## config.mk

```make
export PLATFORM = sky130hd
export DESIGN_NAME = gcd_operand_feeder_flat
export DESIGN_NICKNAME = d
export VERILOG_FILES = /design/src/rtl/gcd_operand_feeder_if.sv /design/src/rtl/gcd_operand_feeder.sv /design/src/flat_wrapper.sv
export SDC_FILE = /design/constraint.sdc
export NUM_CORES = 1
export LEC_CHECK = 0
export ABC_AREA = 1
export ABC_CLOCK_PERIOD_IN_PS = 1600
export CORE_ASPECT_RATIO = 1.1
export CORE_UTILIZATION = 45
export CTS_CLUSTER_SIZE = 25
export DETAILED_ROUTE_END_ITERATION = 8
export PLACE_DENSITY = 0.78
export SYNTH_ARGS = -nofsm -noshare
export SYNTH_HDL_FRONTEND = slang
export SYNTH_SLANG_ARGS = --single-unit
```

## constraint.sdc

```tcl
create_clock -name clk -period 1.6 [get_ports clk]
set_input_delay 0.32 -clock clk [delete_from_list [all_inputs] [get_ports clk]]
set_output_delay 0.32 -clock clk [all_outputs]
set_load 0.005 [all_outputs]
```

## src/rtl/gcd_operand_feeder_if.sv

```systemverilog
// Handshake and core-side bus bundle for gcd_operand_feeder.
// The master modport is the feeder; the slave modport is its environment (producer, core, consumer).
interface gcd_operand_feeder_if #(
  parameter int WIDTH = 16
);
  logic             op_valid;
  logic             op_ready;
  logic [WIDTH-1:0] op_a;
  logic [WIDTH-1:0] op_b;
  logic             gcd_start;
  logic [WIDTH-1:0] gcd_data;
  logic             gcd_done;
  logic [WIDTH-1:0] gcd_result;
  logic             res_valid;
  logic             res_ready;
  logic [WIDTH-1:0] res_gcd;
  logic             res_err;
  logic             busy;

  modport master (
    input  op_valid, op_a, op_b, gcd_done, gcd_result, res_ready,
    output op_ready, gcd_start, gcd_data, res_valid, res_gcd, res_err, busy
  );

  modport slave (
    output op_valid, op_a, op_b, gcd_done, gcd_result, res_ready,
    input  op_ready, gcd_start, gcd_data, res_valid, res_gcd, res_err, busy
  );
endinterface

```

## src/rtl/gcd_operand_feeder.sv

```systemverilog
// Sequences an operand pair onto the GCD core's shared data bus, waits for done under a
// watchdog, and presents the result; zero operands are answered without touching the core.
module gcd_operand_feeder #(
  parameter int WIDTH   = 16,
  parameter int A_HOLD  = 2,
  parameter int B_HOLD  = 2,
  parameter int TIMEOUT = 1024
) (
   input logic                  clk,
   input logic                  reset,
   gcd_operand_feeder_if.master bus
);

   typedef enum logic [2:0] {S_IDLE, S_FEED_A, S_FEED_B, S_WAIT, S_OUT} state_e;

   // One counter serves both hold phases and the watchdog, so size it for the largest.
   localparam int HOLD_MAX = (A_HOLD > B_HOLD) ? A_HOLD : B_HOLD;
   localparam int CNT_MAX  = (TIMEOUT > HOLD_MAX) ? TIMEOUT : HOLD_MAX;
   localparam int CNT_W    = $clog2(CNT_MAX + 1);

   localparam logic [CNT_W-1:0] A_LAST  = CNT_W'(A_HOLD - 1);
   localparam logic [CNT_W-1:0] B_LAST  = CNT_W'(B_HOLD - 1);
   localparam logic [CNT_W-1:0] TO_LAST = CNT_W'(TIMEOUT - 1);
   localparam logic [CNT_W-1:0] CNT_ONE = CNT_W'(1);

   state_e           state_q, state_d;
   logic [CNT_W-1:0] cnt_q,   cnt_d;
   logic [WIDTH-1:0] a_q,     a_d;
   logic [WIDTH-1:0] b_q,     b_d;
   logic [WIDTH-1:0] res_q,   res_d;
   logic             err_q,   err_d;

   // NOTE: sequential state uses non-blocking assignments so every register samples pre-edge values.
   always_ff @(posedge clk or negedge reset) begin
      if (!reset) begin
         state_q <= S_IDLE;
         cnt_q   <= '0;
         a_q     <= '0;
         b_q     <= '0;
         res_q   <= '0;
         err_q   <= 1'b0;
      end else begin
         state_q <= state_d;
         cnt_q   <= cnt_d;
         a_q     <= a_d;
         b_q     <= b_d;
         res_q   <= res_d;
         err_q   <= err_d;
      end
   end

   // NOTE: every combinational output gets a default first, so no path can infer a latch.
   always_comb begin
      state_d = state_q;
      cnt_d   = cnt_q;
      a_d     = a_q;
      b_d     = b_q;
      res_d   = res_q;
      err_d   = err_q;
      unique case (state_q)
         S_IDLE: begin
            if (bus.op_valid) begin
               a_d   = bus.op_a;
               b_d   = bus.op_b;
               cnt_d = '0;
               // The core never terminates on a zero operand, so answer it here.
               if (bus.op_a == '0 || bus.op_b == '0) begin
                  res_d   = bus.op_a | bus.op_b;
                  err_d   = 1'b0;
                  state_d = S_OUT;
               end else begin
                  state_d = S_FEED_A;
               end
            end
         end
         S_FEED_A: begin
            if (cnt_q == A_LAST) begin
               cnt_d   = '0;
               state_d = S_FEED_B;
            end else begin
               cnt_d = cnt_q + CNT_ONE;
            end
         end
         S_FEED_B: begin
            if (cnt_q == B_LAST) begin
               cnt_d   = '0;
               state_d = S_WAIT;
            end else begin
               cnt_d = cnt_q + CNT_ONE;
            end
         end
         S_WAIT: begin
            if (bus.gcd_done) begin
               res_d   = bus.gcd_result;
               err_d   = 1'b0;
               state_d = S_OUT;
            end else if (cnt_q == TO_LAST) begin
               res_d   = '0;
               err_d   = 1'b1;
               state_d = S_OUT;
            end else begin
               cnt_d = cnt_q + CNT_ONE;
            end
         end
         S_OUT: begin
            if (bus.res_ready) state_d = S_IDLE;
         end
         default: state_d = S_IDLE;
      endcase
   end

   always_comb begin
      bus.op_ready  = 1'b0;
      bus.gcd_start = 1'b0;
      bus.gcd_data  = '0;
      bus.res_valid = 1'b0;
      bus.res_gcd   = '0;
      bus.res_err   = 1'b0;
      bus.busy      = (state_q != S_IDLE);
      unique case (state_q)
         S_IDLE:   bus.op_ready = 1'b1;
         S_FEED_A: begin
            bus.gcd_data  = a_q;
            bus.gcd_start = (cnt_q == '0);
         end
         S_FEED_B: bus.gcd_data = b_q;
         S_OUT: begin
            bus.res_valid = 1'b1;
            bus.res_gcd   = res_q;
            bus.res_err   = err_q;
         end
         default: ;
      endcase
   end

endmodule

```

## src/flat_wrapper.sv

```systemverilog
// flat-port wrapper written by rule: the top's interface ports become plain ports
module gcd_operand_feeder_flat 
#(
  parameter int WIDTH   = 16,
  parameter int A_HOLD  = 2,
  parameter int B_HOLD  = 2,
  parameter int TIMEOUT = 1024
)
  (clk, reset, bus_op_valid, bus_op_a, bus_op_b, bus_gcd_done, bus_gcd_result, bus_res_ready, bus_op_ready, bus_gcd_start, bus_gcd_data, bus_res_valid, bus_res_gcd, bus_res_err, bus_busy);
  gcd_operand_feeder_if #(.WIDTH(WIDTH)) bus_i ();
  input logic clk;
  input logic reset;
  input wire logic [$bits(bus_i.op_valid)-1:0] bus_op_valid;
  input wire logic [$bits(bus_i.op_a)-1:0] bus_op_a;
  input wire logic [$bits(bus_i.op_b)-1:0] bus_op_b;
  input wire logic [$bits(bus_i.gcd_done)-1:0] bus_gcd_done;
  input wire logic [$bits(bus_i.gcd_result)-1:0] bus_gcd_result;
  input wire logic [$bits(bus_i.res_ready)-1:0] bus_res_ready;
  output wire logic [$bits(bus_i.op_ready)-1:0] bus_op_ready;
  output wire logic [$bits(bus_i.gcd_start)-1:0] bus_gcd_start;
  output wire logic [$bits(bus_i.gcd_data)-1:0] bus_gcd_data;
  output wire logic [$bits(bus_i.res_valid)-1:0] bus_res_valid;
  output wire logic [$bits(bus_i.res_gcd)-1:0] bus_res_gcd;
  output wire logic [$bits(bus_i.res_err)-1:0] bus_res_err;
  output wire logic [$bits(bus_i.busy)-1:0] bus_busy;
  assign bus_i.op_valid = bus_op_valid;
  assign bus_i.op_a = bus_op_a;
  assign bus_i.op_b = bus_op_b;
  assign bus_i.gcd_done = bus_gcd_done;
  assign bus_i.gcd_result = bus_gcd_result;
  assign bus_i.res_ready = bus_res_ready;
  assign bus_op_ready = bus_i.op_ready;
  assign bus_gcd_start = bus_i.gcd_start;
  assign bus_gcd_data = bus_i.gcd_data;
  assign bus_res_valid = bus_i.res_valid;
  assign bus_res_gcd = bus_i.res_gcd;
  assign bus_res_err = bus_i.res_err;
  assign bus_busy = bus_i.busy;
  gcd_operand_feeder #(.WIDTH(WIDTH), .A_HOLD(A_HOLD), .B_HOLD(B_HOLD), .TIMEOUT(TIMEOUT)) u_core (.clk(clk), .reset(reset), .bus(bus_i));
endmodule
```

; ---- Word level (Yosys, flattened, before mapping)
; Cells that the tools add are included.
[word_totals]
out_inout_bits = 37
in_bits = 53
wordCells = 64
mem_count = 0
mem_bits_rw = 0
rom_bits = 0
latch_bits = 0
ff_bits = 63
[op_classes]
muxes = 29
shifts = 0
mul = 0
n_addsub = 1
div_mod_pow = 0
n_bitwise = 1
n_lt_le_gt_ge = 0
eq_ne = 14
reduce_logical = 13
[ops]
columns = op, count
row1 = $mux W16, 5
row2 = $pmux W16 S2, 2
row3 = $mux W11, 4
row4 = $pmux W11 S3, 1
row5 = $logic_not A16 Y1, 2
row6 = $mux W3, 7
row7 = $or A16 B16 Y16, 1
row8 = $pmux W3 S5, 1
row9 = $add A11 B1 Y11 const B, 1
row10 = $eq A11 B1 Y1 const B, 1
row11 = $eq A11 B10 Y1 const B, 1
row12 = $logic_not A11 Y1, 1
row13 = $mux W1, 8
row14 = $ne A2 B2 Y1 const B, 4
row15 = $reduce_and A4 Y1, 2
row16 = $eq A3 B2 Y1 const B, 2
row17 = $ne A2 B1 Y1 const B, 3
row18 = $reduce_bool A3 Y1, 2
row19 = $reduce_and A5 Y1, 1
row20 = $eq A3 B1 Y1 const B, 1
row21 = $eq A3 B3 Y1 const B, 1
row22 = $logic_not A3 Y1, 1
row23 = $ne A3 B2 Y1 const B, 1
row24 = $pmux W1 S2, 1
row25 = 4 further kinds, 4

; ---- Longest topological paths before layout
; Gate-level depths: netlist (run 1).
[logic_depth]
word_depth = 5
mapped_depth = 11
ltp_nobuf = 10

; ---- Worst setup path before layout (run 1)
; OpenSTA, ideal clock, no wires.
[synth_path]
path_kind = flip-flop to flip-flop
start = register u_core.cnt_q[0]
end = register u_core.res_q[10]
synth_period_minus_slack_ns = 1.713
stages_incl_launch_ff = 10
setup_slack_ns = -0.113
setup_time_ns = 0.116
arrival_ns = 1.596
t_required_ns = 1.484
n_path_buf = 1
cell_sequence = dfrtp_1 ha_1 nand3_2 nor2_4 nand3_4 a21boi_4 nand2_4 buf_6 nand2_1 nand2_1
[synth_via]
elab_chain_cells = 3
[synth_lines]
columns = element, line_no
row1 = from (decl), gcd_operand_feeder.sv:27  ; logic [CNT_W-1:0] cnt_q, cnt_d;
row2 = from (signal assigned), gcd_operand_feeder.sv:44  ; cnt_q <= cnt_d;
row3 = $eq A11 B10 Y1, gcd_operand_feeder.sv:97  ; end else if (cnt_q == TO_LAST) begin
row4 = $ne A3 B2 Y1 (no source line), n/a
row5 = $reduce_and A4 Y1 (no source line), n/a
row6 = to (signal assigned), gcd_operand_feeder.sv:47  ; res_q <= res_d;
row7 = to (decl), gcd_operand_feeder.sv:30  ; logic [WIDTH-1:0] res_q, res_d;
; No other way between the ends.
; A chain may end at the register's enable or synchronous reset.

; ---- Worst setup path in the final report (run 1)
[layout_path]
start = register u_core.state_q[2]
end = output port bus_gcd_data[0]
[layout_via]
elab_chain_cells = 2
elab_cells_between_ends = 3
classes_between = 2 x eq/ne / 1 x mux
[layout_lines]
columns = element, line_no
row1 = from (decl), gcd_operand_feeder.sv:26  ; state_e state_q, state_d;
row2 = from (signal assigned), gcd_operand_feeder.sv:43  ; state_q <= state_d;
row3 = $eq A3 B2 Y1 / $eq A3 B1 Y1 (equally long branches), gcd_operand_feeder.sv:120  ; unique case (state_q)
row4 = $pmux W16 S2 (*), gcd_operand_feeder.sv:120
row5 = to (decl), flat_wrapper.sv:21  ; output wire logic [$bits(bus_i.gcd_data)-1:0] bus_gcd_data;
; Mark *: on every way between the ends. The rest lies on a longest branch, timed or not.

==> impl_metrics.yaml, run 1 <==
timing:
  fin_setup_tns_ns: -39.19
  finalHoldViolations: 0
  whs_ns: 0.513
  finalCritPeriodShare: 1.31
  rsz0062_at_grt: "yes"
  worstMarginPinSlew_ns: 0.522
  slew_headroom: 0.649
  max_freq_mhz: 477
  report.final.slew_viol_count: 0
  finalWorstSetupSlack_ns: -0.496
  setup_viol: 100
  min_period_ns: 2.10
  skew_ns: 0.0177
synth:
  yosysMostFrequentCell: "nand2_1"
  synth_top_area_cell: "dfrtp_1"
  synth_seq_cells: 63
  yosysWarnings: 0
  ys_seq_area_frac: 0.445
  synth_top_area_share: 0.445
  syn_nets: 492
  netlist_top_cells_area: "dfrtp_1, nand2_1, mux2_2"
  synth_flop_cell: "dfrtp_1"
  netlist_area_um2: 3540
  syn_avg_cell_area_um2: 8.12
  syn_inst: 436
  synthArstFlopShare: 1.00
  yosys-top-cells-count: "nand2_1, dfrtp_1, nor2_1"
  synth-edff-count: 0
  synth_cell_types: 26
grt:
  grt_max_degree: 38
  grt_first_pass_wirelength_um: 21700
  grtUsageTotal: 0.357
  grt_pass1_vias: 4296
  grt.overflow.total: 0
  antenna_found_initial: 1
power_and_ir_drop:
  p_int_uw: 6940
  power_frac_comb: 0.622
  p_sw_uw: 5230
  powerDensity_nw_per_um2: 1920
  pwr-share-clk: 0.139
  leakage_uw: 0.00299
  swShare: 0.430
  seqPwrFrac: 0.238
  irDropWorstVdd_mv: 1.04
worst_setup_path:
  cp.required_ns: 1.28
  crit_end: "bus_gcd_data[0]"
  crit_start: "u_core.state_q[2]"
  cp.arrival_ns: 1.78
  crit_fanout: 9
  reg2reg_from: "u_core.state_q[2]"
  end_kind: "output pin"
  critical_path.cell_chain: "inv_4 > nand3_4 > inv_8 > buf_12 > a22o_1 > clkdlybuf4s15_1"
  r2r_cells: 13
  path_depth: 6
  r2r-end: "u_core.res_q[0]"
  max_stage_delay_ns: 0.48
  cp_top_family: "buffers and inverters"
  crit_type: "register to output pin"
  regToRegSetupSlack_ns: -0.48
  slowest_stage: "dfrtp_1"
  critPathLaunchType: "register"
  path_buf_inv: 4
die:
  std_cell_rows: 33
  die_w_um: 86.6
  start_util: 0.468
  die_area_um2: 8220
  die_y_um: 95.0
  ios: 90
  core_area_um2: 7560
placement:
  dp_cells: 686
  routabilityCongestion: 0.892
  dpl.hpwl_um: 7770
  numPortBuffers: 89
detailed_routing:
  drtPass1Iterations: 6
  via_per_inst: 6.11
  wire_per_inst_um: 22.7
  wl_um: 16900
  drtIter0Drc: 438
  num_vias: 4544
  drc: 0
  detail-route-antenna-nets: 0
final_layout:
  area_growth_pct: 78.9
  finalNetCount: 690
  drive_gt1_frac: 0.473
  fin_cells: 744
  num_antenna_cells: 0
cts:
  cts_root_buf: "clkbuf_8"
  cts_htree_levels: 3
  clock_path_buffers: 2
  cts-buffers-inserted: 9
  cts_tree: "done"
  clk_pin_slew_ns: 0.09
  clock_latency_ns: 0.36
  cts.sinks: 63
run_status:
  violations: "negative setup slack"
  status: "finished, violations left"
hold_path:
  hp-class: "primary input to async pin"
flow_run:
  maxCapViolCount: 0
## routing by layer
layer	part of all wire	GRT usage	wire length, um	vias to the layer above
li1	-	-	-	1837
met1	0.33	0.409	5660	2165
met2	0.48	0.605	8160	402
met3	0.10	0.0797	1700	140
met4	0.082	0.218	1380	0
met5	0	0.0325	0	-
## timing repair
action / CTS / global route
pin swaps: 33 / 22
gates cloned: 6 / 7
gates resized for setup: 206 / 132
hold endpoints to repair: 7 / 0
hold buffers: 1 / 0
buffers inserted: 22 / 10
setup endpoints to repair: 61 / 100
## worst min path at each step
stage / startpoint / endpoint / slack [ns] / cells past startpoint
3_5_place_dp: reset / u_core.cnt_q[0] / 0.37 / 2
4_1_cts: u_core.res_q[3] / u_core.res_q[3] / 0.48 / 2
3_3_place_gp: reset / u_core.cnt_q[0] / 0.36 / 2
5_1_grt: u_core.a_q[0] / u_core.a_q[0] / 0.53 / 1
6_report: reset / u_core.cnt_q[5] / 0.51 / 3
2_1_floorplan: reset / u_core.a_q[0] / 0.02 / 0
## cell families (layout without fill, tap and decap cells)
kind of cell | Yosys count | after routing | synth area share
buffers and inverters | 60 | 260 | 0.0693
XOR/XNOR | 4 | 4 | 0.00990
AND/OR/NAND/NOR | 209 | 212 | 0.248
flip-flops | 63 | 63 | 0.445
AO/OA/AOI/OAI | 65 | 65 | 0.115
multiplexers | 32 | 32 | 0.102
adder cells (fa/ha/maj) | 3 | 3 | 0.0106
## area by class of cell
type                       count  area (um2)
clock buffer                  10         138
multi-input combinational    316        2280
timing repair buffer         201        1930
clock inverter                 6        92.6
fill                         388        1220
tap                          105         131
inverter                      43         184
sequential                    63        1580
## placed cells by master (no fill, tap or decap), drive strengths merged
cell | synthesis | routed
a21boi | 1 | 1
a21oi | 4 | 4
a22o | 16 | 16
buf | 9 | 140
bufinv | 0 | 2
clkbuf | 8 | 15
clkdlybuf4s15 | 0 | 4
clkdlybuf4s50 | 0 | 51
clkinv | 3 | 2
clkinvlp | 0 | 2
dfrtp | 63 | 63
dlygate4sd3 | 0 | 1
ha | 3 | 3
inv | 40 | 43
mux2 | 32 | 32
nand2 | 120 | 123
nand3 | 36 | 36
nand3b | 1 | 1
nand4 | 1 | 1
nor2 | 47 | 47
nor3 | 4 | 4
o211ai | 3 | 3
o21ai | 41 | 41
xor2 | 4 | 4
## state kept, by name, summed over array words and instances (netlist names)
signal	count
u_core.a_q	16
u_core.b_q	16
u_core.cnt_q	11
u_core.err_q	1
u_core.res_q	16
u_core.state_q	3
## power by group through the flow
stage	sequential, uW	clock (uW)	combinational (uW)
floorplan	2610	0	2300
global placement	2660	0	4270
detailed placement	2710	0	4400
CTS	2720	1620	5640
global route	2940	1740	7880
finish	2900	1700	7570
## metrics by stage
step / setup WS [ns] / power (uW) / instance area, um2 / utilization
floorplan: -0.111 / 4910 / 3550 / -
global placement: -0.340 / 6930 / 5090 / 0.674
detailed placement: -0.454 / 7120 / 5090 / 0.674
CTS: -0.361 / 9980 / 5840 / 0.773
global route: -0.573 / 12600 / 6330 / 0.838
finish: -0.496 / 12200 / 6330 / 0.838
## worst register-to-register path, cell delays in order, from the launching register on
cell,delay (ns)
dfrtp_1,0.48
buf_6,0.16
buf_4,0.13
nor3_4,0.18
buf_6,0.12
buf_6,0.12
buf_6,0.13
nand2_4,0.05
a21boi_4,0.14
buf_6,0.15
buf_12,0.14
nand2_8,0.09
nand2_2,0.06
nand2_1,0.08
Note: power is estimated with default switching activity, not from simulation.
==> inputs of run 2 (changes only) <==
--- a/config.mk
+++ b/config.mk
@@ -6,12 +6,14 @@
 export NUM_CORES = 1
 export LEC_CHECK = 0
 export ABC_AREA = 1
-export ABC_CLOCK_PERIOD_IN_PS = 1600
+export ABC_CLOCK_PERIOD_IN_PS = 2700
+export CAP_MARGIN = 25
 export CORE_ASPECT_RATIO = 1.1
-export CORE_UTILIZATION = 45
+export CORE_UTILIZATION = 53
 export CTS_CLUSTER_SIZE = 25
 export DETAILED_ROUTE_END_ITERATION = 8
-export PLACE_DENSITY = 0.78
+export HOLD_SLACK_MARGIN = 0.1
+export PLACE_DENSITY = 0.87
 export SYNTH_ARGS = -nofsm -noshare
 export SYNTH_HDL_FRONTEND = slang
 export SYNTH_SLANG_ARGS = --single-unit
==> constraint.sdc (replaced) <==
create_clock -name clk -period 2.7 [get_ports clk]
set_input_delay 0.54 -clock clk [delete_from_list [all_inputs] [get_ports clk]]
set_output_delay 0.54 -clock clk [all_outputs]
set_load 0.005 [all_outputs]
==> run 2 against run 1 <==
The flow now finishes without violations. Worst setup slack better by 0.64 ns. Sequential share of layout area is 8.4 points higher. First-iteration DRC count is 40% lower. Clock power is 52% lower. Final cell count is 18% lower.
==> impl_metrics.yaml, run 2 (same netlist as run 1, synthesis figures left out) <==
run_status:
  status: "finished clean"
final_layout:
  num_antenna_cells: 0
  final_cell_mix: "nand2_1, clkdlybuf4s50_1, dfrtp_1"
  finalNetCount: 585
  final_common_cell: "nand2_1"
  drive_gt1_frac: 0.124
  reg_top3: "u_core.a_q: 16 flops, u_core.b_q: 16 flops, u_core.res_q: 16 flops"
  design_area_um2: 4730
  fillers: 469
  area_growth_pct: 33.7
grt:
  grt_first_pass_wirelength_um: 15400
  antenna_found_initial: 0
  grt_pass1_vias: 3247
  grt.overflow.total: 0
  grtUsageTotal: 0.288
  grt_max_degree: 47
placement:
  numPortBuffers: 89
  dpl_cell_area_um2: 4530
  routabilityCongestion: 0.900
  dpl.hpwl_um: 7110
detailed_routing:
  num_vias: 3368
  detail-route-antenna-nets: 0
  via_per_inst: 5.49
  drtIter0Drc: 262
  wl_um: 9470
  drtPass1Iterations: 5
  drc: 0
  wire_per_inst_um: 15.5
die:
  core_area_um2: 6310
  die_area_um2: 7010
  die_y_um: 87.7
  die_w_um: 79.9
  start_util: 0.561
  std_cell_rows: 30
  ios: 90
timing:
  skew_ns: 0.0112
  slew_headroom: 0.624
  rsz0062_at_grt: "no"
  max_freq_mhz: 391
  finalHoldViolations: 0
  finalCritPeriodShare: 0.948
  worstMarginPinSlew_ns: 0.563
  fin_setup_tns_ns: 0
  whs_ns: 0.133
  min_period_ns: 2.56
  setup_viol: 0
  report.final.slew_viol_count: 0
worst_setup_path:
  crit_type: "register to output pin"
  cp.required_ns: 2.16
  end_kind: "output pin"
  cp.arrival_ns: 2.02
  crit_fanout: 17
  critPathLaunchType: "register"
cts:
  cts.sinks: 63
  cts.repair.resized: 0
  ctsHoldBuffers: 0
  clock_path_buffers: 2
  cts-buffers-inserted: 9
  cts_root_buf: "clkbuf_8"
  clock_latency_ns: 0.34
  cts_setup_buffers: 0
  cts_tree: "done"
  cts_htree_levels: 3
  clk_pin_slew_ns: 0.07
flow_run:
  maxCapViolCount: 0
power_and_ir_drop:
  leakage_uw: 0.00220
  powerDensity_nw_per_um2: 995
  irDropWorstVdd_mv: 0.594
  power.total_uw: 4710
hold_path:
  hp-class: "primary input to async pin"
-- run 2: changes by cell type in the layout (fill, tap and decap cells not counted), moves of 10 or more --
cell	delta
buf_2	-28
nand3_1	+19
nand3_2	-12
nand2_4	-13
buf_4	-62
nand2_1	+45
buf_6	-24
clkdlybuf4s50_1	+37
nand2_2	-30
o21ai_0	+10
nor2_1	+17
-- run 2: routing by layer --
layer  up-vias  GRT usage  share of wire
met5         -          0              0
met2       122      0.472           0.50
li1       1609          -              -
met1      1617      0.380           0.42
met3        20     0.0531          0.062
met4         0      0.119          0.017
-- run 2: worst max-delay path, stage by stage (launching register included) --
cell	delay, ns
dfrtp_1	0.45
inv_1	0.09
nand3_1	0.12
clkinv_1	0.08
buf_4	0.23
a22o_1	0.20
clkdlybuf4s50_1	0.51
-- run 2: power breakdown --
group | switching [uW] | internal, uW
Sequential | 256 | 1360
Combinational | 1150 | 1120
Clock | 356 | 467
Total | 1760 | 2950
-- run 2: path summary, 6_finish.rpt --
check	startpoint	endpoint	slack, ns	cells past startpoint
max reg2reg	u_core.state_q[1]	u_core.cnt_q[5]	0.64	5
min in group clk	u_core.err_q	u_core.err_q	0.47	2
max in group asynchronous	reset	u_core.a_q[2]	1.97	2
min reg2reg	u_core.err_q	u_core.err_q	0.47	2
min	reset	u_core.cnt_q[4]	0.13	1
max	u_core.state_q[0]	bus_gcd_data[1]	0.14	6
-- run 2: area by class of cell --
class	count	area, um2	area share
Sequential cell	63	1580	0.333
Inverter	43	161	0.0341
Tap cell	80	100	0.0212
Timing Repair Buffer	99	973	0.206
Clock inverter	4	45.0	0.00952
Multi-Input combinational cell	313	1720	0.364
Clock buffer	11	151	0.0320
-- run 2: through the flow --
step	setup WS, ns	std cells	util
detailed placement	0.443	598	0.718
global route	0.0582	613	0.750
CTS	0.0720	613	0.749
global placement	0.522	598	0.718
finish	0.142	613	0.750
floorplan	0.801	436	-
